`src/rtl/stream_argcmp.sv`:
```
// stream_argcmp: sequential arg-max / arg-min scanner over a stream of
// candidates. One candidate is accepted per cycle. The scanner reports the best
// value, the index of that value, a tie flag, the number of candidates and a
// flag that shows when the scan was cut off at full capacity.
module stream_argcmp #(
  parameter int WIDTH    = 16,
  parameter int IDX_W    = 5,
  parameter int SIGNED   = 0,
  parameter int TIE_LAST = 0
) (
  input  logic             clk,
  input  logic             rst,
  input  logic             start,
  input  logic             mode,
  input  logic             in_valid,
  output logic             in_ready,
  input  logic [WIDTH-1:0] in_data,
  input  logic             in_last,
  output logic             out_valid,
  input  logic             out_ready,
  output logic [WIDTH-1:0] out_data,
  output logic [IDX_W-1:0] out_idx,
  output logic [IDX_W:0]   out_count,
  output logic             out_tie,
  output logic             out_trunc,
  output logic             busy
);

  localparam logic [1:0] S_IDLE = 2'd0;
  localparam logic [1:0] S_SCAN = 2'd1;
  localparam logic [1:0] S_DONE = 2'd2;

  // Capacity of one scan: 2**IDX_W candidates. The count is one bit wider so
  // that this value can be held.
  localparam logic [IDX_W:0] CAP = {1'b1, {IDX_W{1'b0}}};
  localparam logic [IDX_W:0] ONE = {{IDX_W{1'b0}}, 1'b1};

  logic [1:0]       state_q, state_d;
  logic             mode_q, mode_d;
  logic [WIDTH-1:0] best_q, best_d;
  logic [IDX_W-1:0] idx_q, idx_d;
  logic [IDX_W:0]   cnt_q, cnt_d;
  logic             tie_q, tie_d;
  logic             trunc_q, trunc_d;

  logic             accept;
  logic [IDX_W:0]   cnt_inc;
  logic             cand_better;
  logic             cand_equal;

  // Returns 1 when the candidate is strictly better than the current best.
  // The scan direction (max or min) selects which test applies. The SIGNED
  // parameter selects the number format of the compare.
  function automatic logic is_better(input logic [WIDTH-1:0] cand,
                                     input logic [WIDTH-1:0] best,
                                     input logic             find_min);
    logic gt;
    logic lt;
    if (SIGNED != 0) begin
      gt = $signed(cand) > $signed(best);
      lt = $signed(cand) < $signed(best);
    end else begin
      gt = cand > best;
      lt = cand < best;
    end
    return find_min ? lt : gt;
  endfunction

  assign accept      = in_valid && (state_q == S_SCAN);
  assign cnt_inc     = cnt_q + ONE;
  assign cand_better = is_better(in_data, best_q, mode_q);
  assign cand_equal  = (in_data == best_q);

  // Next-state and result-register update logic.
  always_comb begin
    state_d = state_q;
    mode_d  = mode_q;
    best_d  = best_q;
    idx_d   = idx_q;
    cnt_d   = cnt_q;
    tie_d   = tie_q;
    trunc_d = trunc_q;

    case (state_q)
      S_IDLE: begin
        if (start) begin
          mode_d  = mode;
          cnt_d   = '0;
          tie_d   = 1'b0;
          trunc_d = 1'b0;
          state_d = S_SCAN;
        end
      end

      S_SCAN: begin
        if (accept) begin
          cnt_d = cnt_inc;
          if (cnt_q == '0) begin
            // The first candidate is the best by definition.
            best_d = in_data;
            idx_d  = '0;
            tie_d  = 1'b0;
          end else if (cand_better) begin
            best_d = in_data;
            idx_d  = cnt_q[IDX_W-1:0];
            tie_d  = 1'b0;
          end else if (cand_equal) begin
            tie_d = 1'b1;
            if (TIE_LAST != 0) begin
              idx_d = cnt_q[IDX_W-1:0];
            end
          end

          // in_last has priority over the capacity cut-off, so a scan that
          // ends exactly at capacity is not marked as truncated.
          if (in_last) begin
            trunc_d = 1'b0;
            state_d = S_DONE;
          end else if (cnt_inc == CAP) begin
            trunc_d = 1'b1;
            state_d = S_DONE;
          end
        end
      end

      S_DONE: begin
        if (out_ready) begin
          state_d = S_IDLE;
        end
      end

      default: begin
        state_d = S_IDLE;
      end
    endcase
  end

  // State and result registers. All are cleared on reset so that every
  // output reads 0 while reset is asserted and after it is released.
  always_ff @(posedge clk or posedge rst) begin
    if (rst) begin
      state_q <= S_IDLE;
      mode_q  <= 1'b0;
      best_q  <= '0;
      idx_q   <= '0;
      cnt_q   <= '0;
      tie_q   <= 1'b0;
      trunc_q <= 1'b0;
    end else begin
      state_q <= state_d;
      mode_q  <= mode_d;
      best_q  <= best_d;
      idx_q   <= idx_d;
      cnt_q   <= cnt_d;
      tie_q   <= tie_d;
      trunc_q <= trunc_d;
    end
  end

  assign in_ready  = (state_q == S_SCAN);
  assign out_valid = (state_q == S_DONE);
  assign busy      = (state_q != S_IDLE);
  assign out_data  = best_q;
  assign out_idx   = idx_q;
  assign out_count = cnt_q;
  assign out_tie   = tie_q;
  assign out_trunc = trunc_q;

endmodule

```
`config.mk`:
```
export PLATFORM = sky130hd
export DESIGN_NAME = stream_argcmp
export DESIGN_NICKNAME = d
export VERILOG_FILES = /design/src/rtl/stream_argcmp.sv
export SDC_FILE = /design/constraint.sdc
export NUM_CORES = 1
export LEC_CHECK = 0
export CORE_MARGIN = 2
export CORE_UTILIZATION = 23
export DETAILED_ROUTE_END_ITERATION = 8
export PLACE_DENSITY_LB_ADDON = 0.1
export REMOVE_ABC_BUFFERS = 1
export SKIP_CTS_REPAIR_TIMING = 1
export SYNTH_ARGS = -nofsm -noshare
export SYNTH_HDL_FRONTEND = slang
export SYNTH_SLANG_ARGS = --single-unit
```
`constraint.sdc`:
```
create_clock -name clk -period 4.1 [get_ports clk]
set_input_delay 0.82 -clock clk [delete_from_list [all_inputs] [get_ports clk]]
set_output_delay 0.82 -clock clk [all_outputs]
set_load 0.05 [all_outputs]
```
==> impl_metrics.yaml <==
power_and_ir_drop:
  peakVddDrop_v: 0.000208
  p_leak_uw: 0.00119
  power.density_mw_per_mm2: 806
critical_path:
  startpoint: "in_data[14]"
  rrSetupSlack_ps: 1460
  critPathCaptureType: "register"
  cp.required_ps: 4270
  critPathLaunchType: "primary input"
  critical_path_class: "primary input to register"
  cp_max_fo: 7
  crit_arrival_ps: 3380
  r2r-start: "out_data[14]"
clock_network:
  insertion_delay_ps: 280
  clk_pin_slew_worst_paths_ps: 70
  cts_made_buffers: 5
  htree_levels: 2
  clock-root-buffer: "clkbuf_8"
  clockBufferDepth: 2
  cts_tree: "done"
  clock_sinks: 32
routing:
  num_vias: 1542
  drt-wirelength-per-cell_um: 13.3
  drtIter0Drc: 21
  ant_nets: 0
  viasPerCell: 4.34
  route.detailed.drc: 0
  drt-total-wl_um: 4710
  drtPass1Iterations: 4
grt:
  grt_remaining_overflow: 0
  grt_pass1_wl_um: 7890
  grt_pass1_vias: 1635
  met2_usage_pct: 18.4
  antenna_found_initial: 0
  met3_usage_pct: 3.56
  top_usage_layer: "met2"
  grtUsageMet1_pct: 14.3
  grt_max_degree: 33
  track_usage_pct: 11.3
yosys:
  synth-warning-count: 0
  synth.avg_cell_area_um2: 10.3
  synth_seq_area_share_pct: 41.6
  yosysTopAreaCellShare_pct: 41.6
  ys_top_cells_by_area: "dfrtp_1 42%, ha_1 12%, mux2_4 7.8%, inv_1 4.9%, mux2_2 4.7%"
  ys.flop_type: "dfrtp_1"
  synthCells: 186
  synth.largest_area_cell: "dfrtp_1"
  ys_async_sr_fraction_pct: 100
  syn-cell-area_mm2: 0.00192
  synth_edf_count: 0
  synth.distinct_cells: 37
  ys_ff_latch: 32
job:
  maxCapViolCount: 0
layout:
  layout.cells.non_filler: 355
  syn_to_final_growth_pct: 40.6
  fin_nets: 291
  antenna_cells: 0
  fin_util_pct: 33.1
  final_cell_mix: "54 x clkdlybuf4s50_1, 32 x dfrtp_1, 25 x inv_1"
  drive_gt1_share_pct: 14.4
  final_common_cell: "clkdlybuf4s50_1"
worst_hold_path:
  min_path_type: "register to register"
  hp-start: "out_trunc"
floorplan:
  row_count: 33
  initial_core_util_pct: 23.5
  core_area_mm2: 0.00818
  ios: 55
  fp.dieW_um: 95.5
  fp.dieArea_mm2: 0.00911
  die_height_um: 95.5
timing:
  fin_tns_setup_ps: 0
  relSlewSlack_pct: 55.0
  timing.final.crit_share_pct: 78.3
  worst_pin_slew_ps: 673
  finalHoldViolCount: 0
  rsz0062_at_grt: "no"
  slew_viol_final: 0
  finalSetupViolCount: 0
  finClkSkew_ps: 3.62
  max_freq_ghz: 0.311
  fin_crit_ps: 3210
placed_design:
  place_congestion: 0.725
  placed_cells: 348
  hpwl_um: 3570
  port_buffers: 54
outcome:
  outcome: "finished clean"
[area by class of cell]
| type | instances | area, µm² |
|---|---|---|
| Clock buffer | 7 | 96.3 |
| Inverter | 26 | 97.6 |
| Multi-Input combinational cell | 126 | 1000 |
| Sequential cell | 32 | 801 |
| Timing Repair Buffer | 59 | 578 |
| Tap cell | 105 | 131 |
| Fill cell | 868 | 5470 |
[synthesized netlist by cell type, types with 2 or more instances]
master    count
nor3_1        5
mux2i_1       5
a21oi_1       7
mux2_4       10
o211ai_1      3
nand3_1       4
o31ai_1       2
dfrtp_1      32
o21ai_0      11
mux2_2        8
nand2_1      15
nand4_1       6
nor2b_1       4
and2_1        2
ha_1         18
inv_1        25
nor2_1        9
[critical path, stage by stage]
cell and delay, ps:
clkdlybuf4s50_1 420, ha_1 320, nand4_1 140, or2_1 290, a211o_1 290, and3_4 210, o211ai_4 330, buf_4 220
mux2_2 330
[metrics by stage]
stage | instance area (µm²) | power (µW) | setup slack, ps | hold WS, ps
CTS | 2710 | 2230 | 859 | 505
detailed placement | 2610 | 1940 | 554 | 481
floorplan | 1900 | 1500 | 1130 | 528
global route | 2710 | 2350 | 761 | 536
global placement | 2610 | 1940 | 596 | 489
finish | 2710 | 2180 | 889 | 498
[layer usage]
metal | part of all wire [%] | vias up
met1 | 47 | 718
li1 | - | 781
met4 | 1.4 | 0
met2 | 46 | 37
met5 | 0 | -
met3 | 5.6 | 6
[registers in the layout, indices dropped and copies added, names as in the netlist]
signal and cells:
state_q 2, out_trunc 1, out_idx 5, out_tie 1
out_count 6, out_data 16, mode_q 1
[worst paths after layout]
path	end	cells after the start
worst max-delay path	out_data[14]	9
worst min-delay path	out_trunc	1
worst max register to register	out_data[14]	9
worst min register to register	out_trunc	1
max in group asynchronous	out_data[2]	3
min in group asynchronous	out_data[12]	3
[cell families after synthesis]
| group | share of synthesized area, % |
|---|---|
| adder cells (fa/ha/maj) | 11.7 |
| AO/OA/AOI/OAI | 11.2 |
| AND/OR/NAND/NOR | 14.0 |
| flip-flops | 41.6 |
| buffers and inverters | 6.31 |
| multiplexers | 15.1 |
[where the power goes]
part	switching, µW	leakage (µW)	internal, µW
Combinational	799	0.000732	566
Clock	118	0.0000503	150
Sequential	112	0.000404	438
Power figures use the tool's default switching activity.
